--- config.mk ---
export PLATFORM = sky130hd
export DESIGN_NAME = mem_frame_sequencer
export DESIGN_NICKNAME = d
export VERILOG_FILES = /design/src/rtl/mem_seq_pkg.sv /design/src/rtl/axis_skid2.sv /design/src/rtl/mem_frame_sequencer.sv
export SDC_FILE = /design/constraint.sdc
export NUM_CORES = 1
export LEC_CHECK = 0
export BUFFER_PORTS_ARGS = -buffer_cell sky130_fd_sc_hd__buf_2
export CAP_MARGIN = 20
export CORE_MARGIN = 1
export CORE_UTILIZATION = 29
export CTS_CLUSTER_SIZE = 12
export DETAILED_ROUTE_END_ITERATION = 16
export GPL_TIMING_DRIVEN = 0
export PLACE_DENSITY_LB_ADDON = 0.08
export SETUP_SLACK_MARGIN = 0.3
export SLEW_MARGIN = 20
export SYNTH_ARGS = -nofsm -noshare
export SYNTH_HDL_FRONTEND = slang
export SYNTH_SLANG_ARGS = --single-unit
--- constraint.sdc ---
create_clock -name clk -period 4.6 [get_ports clk]
set_clock_uncertainty 0.2 [all_clocks]
set_input_delay 1.38 -clock clk [delete_from_list [all_inputs] [get_ports clk]]
set_output_delay 1.38 -clock clk [all_outputs]
set_load 0.01 [all_outputs]
--- src/rtl/mem_seq_pkg.sv ---
// Shared types for the frame sequencer: FSM states and the
// default-width output-buffer entry.
package mem_seq_pkg;

  typedef enum logic [1:0] {
    S_IDLE,
    S_RUN,
    S_DRAIN
  } state_e;

  localparam int unsigned C_DEF_DW = 32;

  typedef struct packed {
    logic [C_DEF_DW-1:0] data;
    logic                last;
  } buf_entry_t;

endpackage

--- src/rtl/axis_skid2.sv ---
// Two-entry registered stream buffer; head register drives the
// output directly, occupancy exported for upstream credit logic.
module axis_skid2
  import mem_seq_pkg::*;
#(
  parameter type T = buf_entry_t
) (
  input  logic       clk,
  input  logic       rst,
  input  logic       in_valid,
  input  T           in_data,
  output logic       out_valid,
  input  logic       out_ready,
  output T           out_data,
  output logic [1:0] occupancy
);

  T           head_q, head_d;
  T           tail_q, tail_d;
  logic [1:0] occ_q, occ_d;
  logic       pop;

  assign pop       = out_valid & out_ready;
  assign out_valid = (occ_q != 2'd0);
  assign out_data  = head_q;
  assign occupancy = occ_q;

  // Upstream guarantees no push into a full buffer without a pop.
  always_comb begin
    head_d = head_q;
    tail_d = tail_q;
    occ_d  = occ_q;
    unique case ({in_valid, pop})
      2'b10: begin
        if (occ_q == 2'd0) head_d = in_data;
        else               tail_d = in_data;
        occ_d = occ_q + 2'd1;
      end
      2'b01: begin
        if (occ_q == 2'd2) head_d = tail_q;
        occ_d = occ_q - 2'd1;
      end
      2'b11: begin
        if (occ_q == 2'd1) begin
          head_d = in_data;
        end else begin
          head_d = tail_q;
          tail_d = in_data;
        end
      end
      default: ;
    endcase
  end

  always_ff @(posedge clk) begin
    if (rst) begin
      head_q <= '0;
      tail_q <= '0;
      occ_q  <= 2'd0;
    end else begin
      head_q <= head_d;
      tail_q <= tail_d;
      occ_q  <= occ_d;
    end
  end

endmodule

--- src/rtl/mem_frame_sequencer.sv ---
// Streams a RAM window as AXI-Stream frames, repeated a programmed
// number of times or until stopped, with credit-based read issue.
module mem_frame_sequencer
  import mem_seq_pkg::*;
#(
  parameter int G_DATAWIDTH = 32,
  parameter int G_MEMDEPTH  = 1024,
  parameter int G_ADDRWIDTH = $clog2(G_MEMDEPTH),
  parameter int G_CNTWIDTH  = 16
) (
  input  logic                   clk,
  input  logic                   rst,
  input  logic                   cfg_start,
  input  logic                   cfg_stop,
  input  logic [G_ADDRWIDTH-1:0] cfg_base_addr,
  input  logic [7:0]             cfg_frame_len,
  input  logic [G_CNTWIDTH-1:0]  cfg_frame_count,
  output logic                   mem_rd,
  output logic [G_ADDRWIDTH-1:0] mem_raddr,
  input  logic [G_DATAWIDTH-1:0] mem_rdata,
  input  logic                   mem_rvalid,
  output logic [G_DATAWIDTH-1:0] m_axis_tdata,
  output logic                   m_axis_tvalid,
  output logic                   m_axis_tlast,
  input  logic                   m_axis_tready,
  output logic                   sts_busy,
  output logic                   sts_done,
  output logic [G_CNTWIDTH-1:0]  sts_frames
);

  typedef struct packed {
    logic [G_DATAWIDTH-1:0] data;
    logic                   last;
  } entry_t;

  localparam logic [G_ADDRWIDTH-1:0] C_ADDR_MAX = G_ADDRWIDTH'(G_MEMDEPTH - 1);
  localparam logic [G_ADDRWIDTH-1:0] C_ADDR_ONE = 1;
  localparam logic [G_CNTWIDTH-1:0]  C_CNT_ONE  = 1;

  state_e                 state_q, state_d;
  logic [G_ADDRWIDTH-1:0] base_q, base_d;
  logic [G_ADDRWIDTH-1:0] raddr_q, raddr_d;
  logic [7:0]             len_q, len_d;
  logic [7:0]             widx_q, widx_d;
  logic [G_CNTWIDTH-1:0]  count_q, count_d;
  logic [G_CNTWIDTH-1:0]  issued_q, issued_d;
  logic [G_CNTWIDTH-1:0]  frames_q, frames_d;
  logic                   stop_q, stop_d;
  logic                   inflight_q, inflight_d;
  logic                   tag_q, tag_d;
  logic                   done_q, done_d;

  logic       issue;
  logic       pop;
  logic       is_last;
  logic       stop_seen;
  logic       frames_done;
  logic [1:0] occ;
  logic [2:0] credit;
  logic       buf_valid;
  logic       buf_push;
  entry_t     buf_in;
  entry_t     buf_out;

  assign pop       = buf_valid & m_axis_tready;
  assign credit    = {1'b0, occ} + {2'b00, inflight_q} - {2'b00, pop};
  assign is_last   = (widx_q == len_q);
  assign stop_seen = stop_q | cfg_stop;
  assign frames_done = (count_q != '0) &&
                       (issued_q == count_q - C_CNT_ONE);

  // Reads only land in the buffer when we actually issued one;
  // stray rvalid after reset or in IDLE is dropped.
  assign buf_push    = mem_rvalid & inflight_q;
  assign buf_in.data = mem_rdata;
  assign buf_in.last = tag_q;

  always_comb begin
    state_d    = state_q;
    base_d     = base_q;
    raddr_d    = raddr_q;
    len_d      = len_q;
    widx_d     = widx_q;
    count_d    = count_q;
    issued_d   = issued_q;
    frames_d   = frames_q;
    stop_d     = stop_q;
    inflight_d = 1'b0;
    tag_d      = 1'b0;
    done_d     = 1'b0;
    issue      = 1'b0;

    if (pop && buf_out.last && frames_q != {G_CNTWIDTH{1'b1}})
      frames_d = frames_q + C_CNT_ONE;

    unique case (state_q)
      S_IDLE: begin
        if (cfg_start && !cfg_stop) begin
          state_d  = S_RUN;
          base_d   = cfg_base_addr;
          raddr_d  = cfg_base_addr;
          len_d    = cfg_frame_len;
          count_d  = cfg_frame_count;
          widx_d   = 8'd0;
          issued_d = '0;
          frames_d = '0;
          stop_d   = 1'b0;
        end
      end
      S_RUN: begin
        if (cfg_stop) stop_d = 1'b1;
        if (credit < 3'd2) begin
          issue      = 1'b1;
          inflight_d = 1'b1;
          tag_d      = is_last;
          if (is_last) begin
            widx_d   = 8'd0;
            raddr_d  = base_q;
            issued_d = issued_q + C_CNT_ONE;
            if (frames_done || stop_seen) state_d = S_DRAIN;
          end else begin
            widx_d  = widx_q + 8'd1;
            raddr_d = (raddr_q == C_ADDR_MAX) ? '0 : raddr_q + C_ADDR_ONE;
          end
        end
      end
      S_DRAIN: begin
        if (occ == 2'd0 && !inflight_q) begin
          state_d = S_IDLE;
          done_d  = 1'b1;
        end
      end
      default: state_d = S_IDLE;
    endcase
  end

  always_ff @(posedge clk) begin
    if (rst) begin
      state_q    <= S_IDLE;
      base_q     <= '0;
      raddr_q    <= '0;
      len_q      <= 8'd0;
      widx_q     <= 8'd0;
      count_q    <= '0;
      issued_q   <= '0;
      frames_q   <= '0;
      stop_q     <= 1'b0;
      inflight_q <= 1'b0;
      tag_q      <= 1'b0;
      done_q     <= 1'b0;
    end else begin
      state_q    <= state_d;
      base_q     <= base_d;
      raddr_q    <= raddr_d;
      len_q      <= len_d;
      widx_q     <= widx_d;
      count_q    <= count_d;
      issued_q   <= issued_d;
      frames_q   <= frames_d;
      stop_q     <= stop_d;
      inflight_q <= inflight_d;
      tag_q      <= tag_d;
      done_q     <= done_d;
    end
  end

  axis_skid2 #(
    .T(entry_t)
  ) u_buf (
    .clk      (clk),
    .rst      (rst),
    .in_valid (buf_push),
    .in_data  (buf_in),
    .out_valid(buf_valid),
    .out_ready(m_axis_tready),
    .out_data (buf_out),
    .occupancy(occ)
  );

  assign mem_rd        = issue;
  assign mem_raddr     = raddr_q;
  assign m_axis_tdata  = buf_out.data;
  assign m_axis_tlast  = buf_out.last;
  assign m_axis_tvalid = buf_valid;
  assign sts_busy      = (state_q != S_IDLE);
  assign sts_done      = done_q;
  assign sts_frames    = frames_q;

endmodule

==> key figures, run 1 <==
Outcome
  – Outcome: finished, final reports clean

Final layout
  – Synth-to-layout area growth: 24.28%
  – # nets final: 1123
  – Ratio of cells with drive above 1 in the final layout: 0.1979
  – # fillers: 2616

GRT
  – Initial antenna violation count: 2
  – Number of global-route vias before repair: 6616
  – First-pass GRT wire length: 36050 um
  – Largest net degree at the start of global routing: 17
  – Global-route usage over all layers: 0.1762
  – Grt ovf: 0

STA
  – Final hold violations: 0
  – Count of final setup violators: 0
  – Slew Viols, Final: 0
  – Slew Limit Headroom: 0.5112
  – RSZ-0062 raised after global routing: yes
  – Worst-Margin Slew: 0.7265 ns
  – Final min period: 4.384 ns
  – Crit share post-route: 0.9531
  – Fmax achieved: 0.2281 GHz
  – Hold slack: 0.2556 ns
  – Slack of the critical path: 0.2158 ns

Die
  – Row count: 57
  – Starting Density: 0.2993
  – Core box area: 24600 sq um
  – Die X-Extent: 161.4 um
  – Die ar.: 26040 sq um
  – Die height: 161.4 um
  – IO Pins: 135

Synth
  – Warnings, synthesis: 0
  – Primary FF master, synth: dfxtp_1
  – Asr flop ratio synth: 0
  – Cell variety after synth: 63
  – Mapped Nets: 964
  – Post-synth top area share: 0.4295
  – Mean post-synth cell area: 8.378 sq um
  – EDFF count, synth: 0
  – Register area share after synthesis: 0.4295
  – Synthesized area: 7365 sq um
  – Synth Instances: 879
  – Top cells by area, synth: dfxtp_1 43%, nand2_1 8.7%, a21oi_1 6.1%
  – Post-synth top area cell: dfxtp_1
  – Synth Register Bits: 158

Setup path
  – Worst path bufs/invs: 4
  – R2R depth: 14
  – WP depth: 10
  – Crit path kind: input port to output port
  – Critical R2R Capture: issued_q[10]
  – Crit-path cells: buf_6 > nand2_4 > inv_4 > ha_4 > nand2b_4 > fa_2 > xnor2_2 > nand3_2 > inv_2 > buf_6
  – Worst setup path endpoint: mem_rd
  – R2r setup slk: 1.14 ns
  – Setup crit end kind: output port
  – Worst path slowest cell: fa_2
  – Biggest cell delay along the critical path: 0.36 ns
  – Crit path max-delay family: adder cells
  – Critical Path AT: 2.80 ns
  – Required time worst endpoint: 3.02 ns
  – Startpoint Class: input port
  – Crit Reg-Reg Startpoint: u_buf.occupancy[1]
  – Crit path launch: m_axis_tready
  – Top cell by count, worst path: buf_6
  – Max FO, Critical Path: 2

Detailed routing
  – TritonRoute pass-1 iters: 4
  – Routed via count: 6687
  – DRT antenna net count: 0
  – Routed WL: 22430 um
  – Iter 0 DRT Violations: 341
  – Via/cell ratio: 4.856
  – WL/cell: 16.29 um
  – DRC violations left: 0

Job
  – Max cap viols: 0

Clock network
  – Longest Clk Path Bufs: 2
  – CTS root buf: clkbuf_16
  – CTS H-Tree Depth: 4
  – Clock sinks: 158
  – Clk slew on worst S/H paths: 0.07 ns
  – CTS Hold Buffers Added: 0
  – CTS Buf Count: 17
  – Clock tree from TritonCTS: yes
  – Clk_lat worst skew: 0.43 ns

Place
  – Port Buffers: 134
  – DP HPWL: 16300 um
  – Dpl ws: -0.07975 ns
  – GPL Wtd Cong: 0.7394

Hold path
  – HP Class: flop to flop
  – Worst Min Path Start: u_buf.tail_q[27]

Power and ir drop
  – Peak supply drop: 0.1666 mV
  – LEAKAGE: 3.490 nW
  – Power per cell area: 452.5 nW/um^2
[Yosys cell counts, types with 4 or more instances]
master and n:
xnor2_1 27, clkbuf_1 47, or3_1 9, a22oi_1 35, o21ai_0 14, inv_1 15
dfxtp_1 158, a31oi_1 4, nand4_1 12, xor2_1 38, and2_1 4, nor2b_1 5
nor3_1 6, nor2_1 84, nand3_1 23, o211ai_1 7, and3_1 10, nand2b_1 5
mux2_2 5, ha_1 12, o221ai_1 4, a21oi_1 90, a211oi_1 35, nand2_1 170
a221o_1 4
[worst min path at each step]
| stage | to | slack, ns | depth (start not counted) |
|---|---|---|---|
| 3_3_place_gp | u_buf.tail_q[23] | 0.24 | 2 |
| 3_5_place_dp | u_buf.tail_q[2] | 0.25 | 2 |
| 4_1_cts | u_buf.tail_q[2] | 0.26 | 2 |
| 2_1_floorplan | u_buf.tail_q[0] | 0.23 | 2 |
| 5_1_grt | u_buf.tail_q[21] | 0.27 | 2 |
| 6_report | u_buf.tail_q[27] | 0.26 | 2 |
[flip-flops by register name, summed over array words and instances, names as in the netlist]
name	count
tag_q	1
sts_done	1
base_q	10
sts_frames	16
inflight_q	1
count_q	16
state_q	2
widx_q	8
issued_q	16
u_buf.occupancy	2
mem_raddr	10
u_buf.tail_q	33
u_buf.out_data	33
stop_q	1
len_q	8
[what timing repair did]
item                                   CTS  global route
gates resized for setup                  6             0
buffers inserted                         6             0
pin swaps                                3             0
endpoints found under the hold margin    0             0
setup endpoints to repair                1             1
[layout by cell type (no fill, tap or decap), drive strengths merged, types with 3 or more instances in the layout]
cell	n
a211oi	36
a21oi	90
a221o	4
a22oi	35
a31oi	4
a41oi	4
and2	5
and3	11
buf	145
clkbuf	65
clkinv	5
dfxtp	158
ha	12
inv	21
mux2	5
mux2i	3
nand2	170
nand2b	5
nand3	23
nand4	12
nand4b	3
nor2	84
nor2b	5
nor3	6
nor4	7
o2111ai	5
o211ai	7
o21ai	14
o221ai	4
o31ai	4
or3	9
xnor2	27
xor2	38
[metrics by stage]
step	TNS (ns)	utilization	instance area, sq um	cells	total power, mW
floorplan	0	-	7390	879	2.306
global placement	-0.07881	0.3441	8466	1337	2.658
detailed placement	-0.07975	0.3441	8466	1337	2.657
CTS	0	0.3718	9148	1375	4.207
global route	0	0.3718	9148	1375	4.384
finish	0	0.3720	9153	1377	4.141
[cells by family after synthesis]
kind of cell | synth area share
AND/OR/NAND/NOR | 0.2227
AO/OA/AOI/OAI | 0.1989
flip-flops | 0.4295
buffers and inverters | 0.03670
XOR/XNOR | 0.07730
adder cells (fa/ha/maj) | 0.02311
multiplexers | 0.01172
[per-layer routing]
layer	track usage	routed length, um	up-vias
li1	-	-	3412
met1	0.2250	10380	3141
met2	0.2917	10610	119
met3	0.05033	1231	15
met4	0.04202	215	0
met5	0	0	-
[power breakdown]
part           internal [mW]  switching (mW)
clock network          0.821           0.648
registers               1.48           0.105
logic                  0.435           0.648
[layout make-up]
class                           instances  area, sq um  share of cell area
Inverter                               15        58.81            0.006425
Clock inverter                         14        173.9             0.01900
Antenna cell                            2        5.005           0.0005468
Clock buffer                           18        429.2             0.04689
Sequential cell                       158         3164              0.3457
Tap cell                              324        405.4             0.04429
Buffer                                 52        214.0             0.02338
Multi-Input combinational cell        654         3974              0.4342
Timing Repair Buffer                  140        728.2             0.07956
[worst register-to-register path, delay by kind of cell (launching register included)]
family	cells	cell delay, ns
simple gates	3	0.59
fa+ha+maj	3	0.93
compound gates	3	0.63
flops	1	0.41
buf+inv	5	0.62
No activity file was read; power rests on OpenSTA's default activity.
==> run 2: changes to the inputs <==
ABC_AREA = 1   (was default)
==> key figures, run 2 <==
STA
  – Post-route setup TNS: -0.01086 ns (-0.01086 ns)
  – RSZ-0062 raised after global routing: yes
  – Fmax achieved: 0.2169 GHz (-4.9%)
  – Slack of the critical path: -0.01086 ns (-0.2267 ns)
  – Count of final setup violators: 1 (+1)
  – Slew Limit Headroom: 0.4667 (-0.04454)
  – Hold slack: 0.2714 ns (+0.01582 ns)
  – Crit share post-route: 1.002 (+0.04928)
  – Worst-Margin Slew: 0.8000 ns (+0.07351 ns)
  – Final min period: 4.611 ns (+0.2267 ns)
  – Slew Viols, Final: 0 (unchanged)
  – Final hold violations: 0 (unchanged)

Die
  – Starting Density: 0.2991 (about the same)
  – Die height: 164.1 um (+1.7%)
  – Die X-Extent: 164.1 um (+1.7%)
  – Core box area: 25470 sq um (+3.5%)
  – Die ar.: 26930 sq um (+3.4%)
  – IO Pins: 135 (unchanged)
  – Row count: 58 (+1.8%)

Clock network
  – CTS Hold Buffers Added: 0 (unchanged)
  – Clk slew on worst S/H paths: 0.07 ns (about the same)
  – Clock sinks: 158 (unchanged)
  – CTS root buf: clkbuf_16
  – Clk_lat worst skew: 0.43 ns (about the same)
  – CTS H-Tree Depth: 4 (unchanged)
  – Longest Clk Path Bufs: 2 (unchanged)
  – CTS Buf Count: 17 (unchanged)
  – Clock tree from TritonCTS: yes

GRT
  – First-pass GRT wire length: 38630 um (+7.2%)
  – Number of global-route vias before repair: 7274 (+9.9%)
  – Largest net degree at the start of global routing: 19 (+2)
  – Initial antenna violation count: 2 (unchanged)
  – Grt ovf: 0 (unchanged)
  – Global-route usage over all layers: 0.1865 (+0.01029)

Synth
  – Cell variety after synth: 40 (-37%)
  – Asr flop ratio synth: 0 (unchanged)
  – Mean post-synth cell area: 7.075 sq um (-16%)
  – Mapped Nets: 1162 (+21%)
  – Register area share after synthesis: 0.4151 (-0.01439)
  – Warnings, synthesis: 0 (unchanged)
  – Synth Instances: 1077 (+23%)
  – Post-synth top cells: 185 x nor2_1, 166 x o21ai_0, 158 x dfxtp_1
  – Synth Register Bits: 158 (unchanged)
  – Primary FF master, synth: dfxtp_1
  – Top cells by area, synth: dfxtp_1 42%, o21ai_0 11%, nor2_1 9.1%
  – Synthesized area: 7620 sq um (+3.5%)
  – Top-count cell post-synth: nor2_1
  – EDFF count, synth: 0 (unchanged)
  – Post-synth top area share: 0.4151 (-0.01439)
  – Post-synth top area cell: dfxtp_1

Outcome
  – Violated checks: negative setup slack
  – Outcome: finished with violations

Power and ir drop
  – Internal Power: 2.837 mW (+3.5%)
  – Gate power share: 0.305 (+0.043)
  – Clock share of power: 0.313 (-0.042)
  – Power per cell area: 486.9 nW/um^2 (+7.6%)
  – Peak supply drop: 0.2218 mV (+33%)
  – Psw: 1.751 mW (+25%)
  – Seq pwr share: 0.382 (-0.002)
  – LEAKAGE: 3.853 nW (+10%)
  – Sw Ratio: 0.3816 (+0.04338)
  – Final Total Pwr: 4.588 mW (+11%)

Final layout
  – Final instance area: 9424 sq um (+3.0%)
  – Non-filler cells, final: 1579 (+15%)
  – Commonest cells after routing, fill and taps aside: 185 x nor2_1, 166 x o21ai_0, 158 x dfxtp_1
  – Finished Core Util: 0.3700 (-0.002004)
  – # nets final: 1321 (+18%)
  – Synth-to-layout area growth: 23.68%
  – Commonest non-fill, non-tap cell in the layout: nor2_1
  – Ratio of cells with drive above 1 in the final layout: 0.1705 (-0.02737)
  – Ant diodes: 0 (-2)
  – # fillers: 2805 (+7.2%)

Detailed routing
  – WL/cell: 15.38 um (-5.6%)
  – TritonRoute pass-1 iters: 5 (+1)
  – Iter 0 DRT Violations: 321 (-5.9%)
  – DRC violations left: 0 (unchanged)
  – Via/cell ratio: 4.792 (-1.3%)
  – Routed via count: 7566 (+13%)
  – Routed WL: 24290 um (+8.3%)
  – DRT antenna net count: 0 (unchanged)

Setup path
  – Biggest cell delay along the critical path: 0.56 ns (+0.20 ns)
  – Crit path kind: input port to output port
  – Startpoint Class: input port
  – Required time worst endpoint: 3.02 ns (about the same)
  – Crit path max-delay family: adder cells
  – Worst path bufs/invs: 5 (+1)
  – Max FO, Critical Path: 2 (unchanged)
  – Critical Path AT: 3.03 ns (+0.23 ns)
  – Setup crit end kind: output port
  – Worst path slowest cell: fa_2
  – Crit-path cells: buf_8 > nand2_8 > clkinv_8 > clkbuf_16 > ha_4 > or2_4 > fa_2 > nand4_4 > inv_2 > buf_6

Place
  – Dpl ws: -0.2783 ns (-0.1986 ns)
  – GPL Wtd Cong: 0.8181 (+11%)
  – Port Buffers: 133 (-0.75%)
  – Placed Cells: 1540 (+15%)
  – Post-DP Area: 8766 sq um (+3.5%)
  – DP HPWL: 18130 um (+11%)

Job
  – Max cap viols: 0 (unchanged)

Hold path
  – HP Class: flop to flop
run 2: power by group through the flow:
stage	clock, mW	sequential, mW	combinational [mW]
after floorplan	0	1.82	0.804
after global placement	0	1.79	1.37
after detailed placement	0	1.79	1.37
after CTS	1.48	1.76	1.41
after global routing	1.53	1.78	1.57
final	1.44	1.75	1.40
run 2: layout make-up:
| cell class | count | area (sq um) | area share |
|---|---|---|---|
| Clock inverter | 15 | 163.9 | 0.01739 |
| Inverter | 87 | 339.1 | 0.03598 |
| Sequential cell | 158 | 3163 | 0.3356 |
| Buffer | 53 | 227.7 | 0.02416 |
| Tap cell | 330 | 412.9 | 0.04381 |
| Clock buffer | 17 | 425.4 | 0.04514 |
| Timing Repair Buffer | 140 | 734.5 | 0.07793 |
| Multi-Input combinational cell | 779 | 3958 | 0.4199 |
run 2: final timing paths:
check / start / end / slack, ns / cells after the start
worst max register to register: u_buf.occupancy[1] / mem_raddr[7] / 0.99 / 18
worst max-delay path: m_axis_tready / mem_rd / -0.01 / 10
worst min register to register: base_q[6] / base_q[6] / 0.27 / 2
worst min-delay path: base_q[6] / base_q[6] / 0.27 / 2
run 2: timing repair:
action | CTS | global route
endpoints found under the hold margin | 0 | 0
pin swaps | 1 | 0
buffers inserted | 6 | 1
endpoints found under the setup margin | 1 | 1
cloned | 0 | 0
resized for setup | 4 | 1
run 2: metal layers:
layer	wire length, um	vias to the layer above	track usage
li1	-	3911	-
met1	11660	3484	0.2479
met2	11170	145	0.3013
met3	1107	22	0.04343
met4	328	4	0.04882
met5	22	-	0
run 2: kinds of logic after synthesis:
kind of cell,share of synthesized area
xor gates and xnor gates,0.03678
and+or+nand+nor,0.2706
adders and majority gates,0.02233
AOI/OAI and AO/OA,0.1852
buffers and inverters,0.06995
DFF,0.4151
run 2: worst min-delay path: cells and delay by family (launching register included):
kind | cells | cell delay, ns
compound gates | 1 | 0.05
simple gates | 1 | 0.06
flops | 1 | 0.31
==> run 3: changes to the inputs <==
REMOVE_ABC_BUFFERS = 1   (was default)
SYNTH_HIERARCHICAL = 1   (was default)
==> key figures, run 3 <==
Detailed routing
  – Routed WL: 23620 um (-2.7%)
  – Via/cell ratio: 4.574 (-4.6%)
  – Iter 0 DRT Violations: 402 (+25%)
  – DRC violations left: 0 (unchanged)
  – WL/cell: 13.69 um (-11%)
  – DRT antenna net count: 0 (unchanged)
  – TritonRoute pass-1 iters: 4 (-1)
  – Routed via count: 7894 (+4.3%)

STA
  – Crit share post-route: 0.9829 (-0.01947)
  – Final min period: 4.521 ns (-0.08954 ns)
  – Count of final setup violators: 0 (-1)
  – Slew Limit Headroom: 0.4415 (-0.02515)
  – Worst-Margin Slew: 0.8368 ns (+0.03676 ns)
  – RSZ-0062 raised after global routing: yes
  – Post-route setup TNS: 0 ns (+0.01086 ns)
  – Final hold violations: 0 (unchanged)
  – Slew Viols, Final: 0 (unchanged)
  – Fmax achieved: 0.2212 GHz (+2.0%)

Clock network
  – Longest Clk Path Bufs: 2 (unchanged)
  – Clock tree from TritonCTS: yes
  – Clock sinks: 158 (unchanged)
  – Clk slew on worst S/H paths: 0.07 ns (about the same)
  – CTS Buf Count: 17 (unchanged)
  – Clk_lat worst skew: 0.42 ns (about the same)
  – CTS Hold Buffers Added: 0 (unchanged)
  – CTS H-Tree Depth: 4 (unchanged)
  – CTS root buf: clkbuf_16

GRT
  – Global-route usage over all layers: 0.1655 (-0.02103)
  – Grt ovf: 0 (unchanged)
  – Largest net degree at the start of global routing: 67 (+48)
  – Initial antenna violation count: 2 (unchanged)
  – Number of global-route vias before repair: 7349 (+1.0%)
  – First-pass GRT wire length: 38230 um (-1.0%)

Final layout
  – Commonest cells after routing, fill and taps aside: 271 x nand2_1, 164 x nor2_1, 158 x dfxtp_1
  – Non-filler cells, final: 1726 (+9.3%)
  – Commonest non-fill, non-tap cell in the layout: nand2_1
  – # nets final: 1420 (+7.5%)
  – Synth-to-layout area growth: 21.15%
  – Ratio of cells with drive above 1 in the final layout: 0.1813 (+0.01074)
  – Seq. cell area: 3163 sq um (unchanged)
  – # fillers: 3070 (+9.4%)
  – Multi-input gate area: 4388 sq um (+11%)
  – Final instance area: 10000 sq um (+6.2%)

Synth
  – Mean post-synth cell area: 6.774 sq um (-4.3%)
  – Cell variety after synth: 41 (+2.5%)
  – Synthesized area: 8258 sq um (+8.4%)
  – Post-Synth XOR/XNOR Area: 0.03606 (-0.0007210)
  – Asr flop ratio synth: 0 (unchanged)
  – Top-count cell post-synth: nand2_1
  – Post-synth top area cell: dfxtp_1
  – Primary FF master, synth: dfxtp_1
  – EDFF count, synth: 0 (unchanged)
  – Post-synth top cells: 281 x nand2_1, 165 x nor2_1, 158 x dfxtp_1
  – Post-synth top area share: 0.3830 (-0.03208)
  – Synth Instances: 1219 (+13%)
  – Multiplexer share of the synthesized area: 0 (unchanged)
  – Register area share after synthesis: 0.3830 (-0.03208)
  – Warnings, synthesis: 6 (+6)
  – Synth Register Bits: 158 (unchanged)
  – Post-Synth Simple-Gate Area: 0.3523 (+0.08167)
  – Top cells by area, synth: dfxtp_1 38%, nand2_1 13%, nor2_1 7.5%
  – Largest family of logic cells by synthesized area: simple AND/OR/NAND/NOR gates
  – Adder-cell share of the synthesized area: 0.02364 (+0.001305)
  – Synth Area in Compound Gates: 0.1071 (-0.07810)

Die
  – Row count: 61 (+5.2%)
  – Die X-Extent: 170.7 um (+4.1%)
  – Die ar.: 29150 sq um (+8.3%)
  – Core box area: 27930 sq um (+9.7%)
  – IO Pins: 135 (unchanged)
  – Starting Density: 0.2956 (-0.003526)
  – Die height: 170.7 um (+4.1%)

Place
  – DP HPWL: 15110 um (-17%)
  – GPL Wtd Cong: 0.7944 (-2.9%)
  – Post-DP Area: 9144 sq um (+4.3%)
  – Placed Cells: 1673 (+8.6%)
  – Port Buffers: 134 (+0.75%)

Setup path
  – Max FO, Critical Path: 3 (+1)
  – Critical Path AT: 2.94 ns (-0.09 ns)
  – Startpoint Class: input port
  – Setup crit end kind: output port
  – Required time worst endpoint: 3.02 ns (about the same)
  – Crit path kind: input port to output port

Job
  – Max cap viols: 0 (unchanged)

Power and ir drop
  – LEAKAGE: 4.498 nW (+17%)
  – Final Total Pwr: 5.257 mW (+15%)
  – Power per cell area: 525.4 nW/um^2 (+7.9%)
  – Peak supply drop: 0.2377 mV (+7.2%)

Outcome
  – Outcome: finished, final reports clean

Hold path
  – HP Class: flop to flop
run 3: cell types whose count changed after synthesis, sizes merged, moves of 26 or more:
cell,change
clkbuf,-26
nand3,+30
a21oi,+34
a31oi,-34
nand4,+37
nand2,+143
o21ai,-103
buf,+32
inv,+46
run 3: logic make-up (layout without fill, tap and decap cells):
family                     after synthesis  after routing
AOI/OAI and AO/OA                      167            167
xor gates and xnor gates                34             34
adders and majority gates               15             15
buffers and inverters                  192            318
DFF                                    158            158
other                                    0              2
and+or+nand+nor                        653            654
run 3: where the power goes:
group | internal [mW] | leakage [nW] | switching [mW]
Combinational | 0.746 | 2.93 | 1.26
Sequential | 1.60 | 1.28 | 0.183
Clock | 0.821 | 0.287 | 0.654
Total | 3.16 | 4.50 | 2.09
run 3: per-stage QoR:
step,utilization,worst slack (ns),hold slack [ns]
3_5_place_dp,0.3273,-0.3645,0.2530
6_report,0.3581,0.07868,0.2614
5_1_grt,0.3581,0.01028,0.2750
4_1_cts,0.3524,0.05508,0.2636
2_1_floorplan,-,0.09617,0.2351
3_3_place_gp,0.3255,-1.683,0.2492
run 3: worst paths after layout:
kind,slack (ns),end,cells past startpoint,from
worst max-delay path,0.08,mem_rd,9,m_axis_tready
worst min-delay path,0.26,u_buf/tail_q[7],2,u_buf/tail_q[7]
worst max register to register,0.52,issued_q[14],23,u_buf/occupancy[1]
worst min register to register,0.26,u_buf/tail_q[7],2,u_buf/tail_q[7]
run 3: layer usage:
metal | vias to the layer above | track usage | wire length [um]
met3 | 21 | 0.03007 | 920
met2 | 180 | 0.2788 | 11020
met1 | 3523 | 0.2143 | 11360
met4 | 0 | 0.04779 | 324
met5 | - | 0 | 0
li1 | 4170 | - | -
run 3: what timing repair did:
| item | CTS | global route |
|---|---|---|
| endpoints found under the setup margin | 1 | 24 |
| gates resized for setup | 10 | 16 |
| pin swaps | 4 | 6 |
| buffers inserted | 8 | 10 |
| cloned | 0 | 1 |
| endpoints found under the hold margin | 0 | 0 |
run 3: final cells by class:
class | instances | share of cell area
clock inverter | 15 | 0.01738
timing repair buffer | 153 | 0.08704
sequential | 158 | 0.3162
antenna | 2 | 0.0005002
inverter | 133 | 0.05053
multi-input combinational | 870 | 0.4386
clock buffer | 17 | 0.04252
tap | 378 | 0.04727
run 3: worst max-delay path, stage by stage:
cell,delay [ns]
buf_8,0.10
nand2_4,0.05
inv_4,0.04
ha_4,0.20
or2_4,0.22
fa_2,0.54
nand4_1,0.15
inv_2,0.14
buf_6,0.11
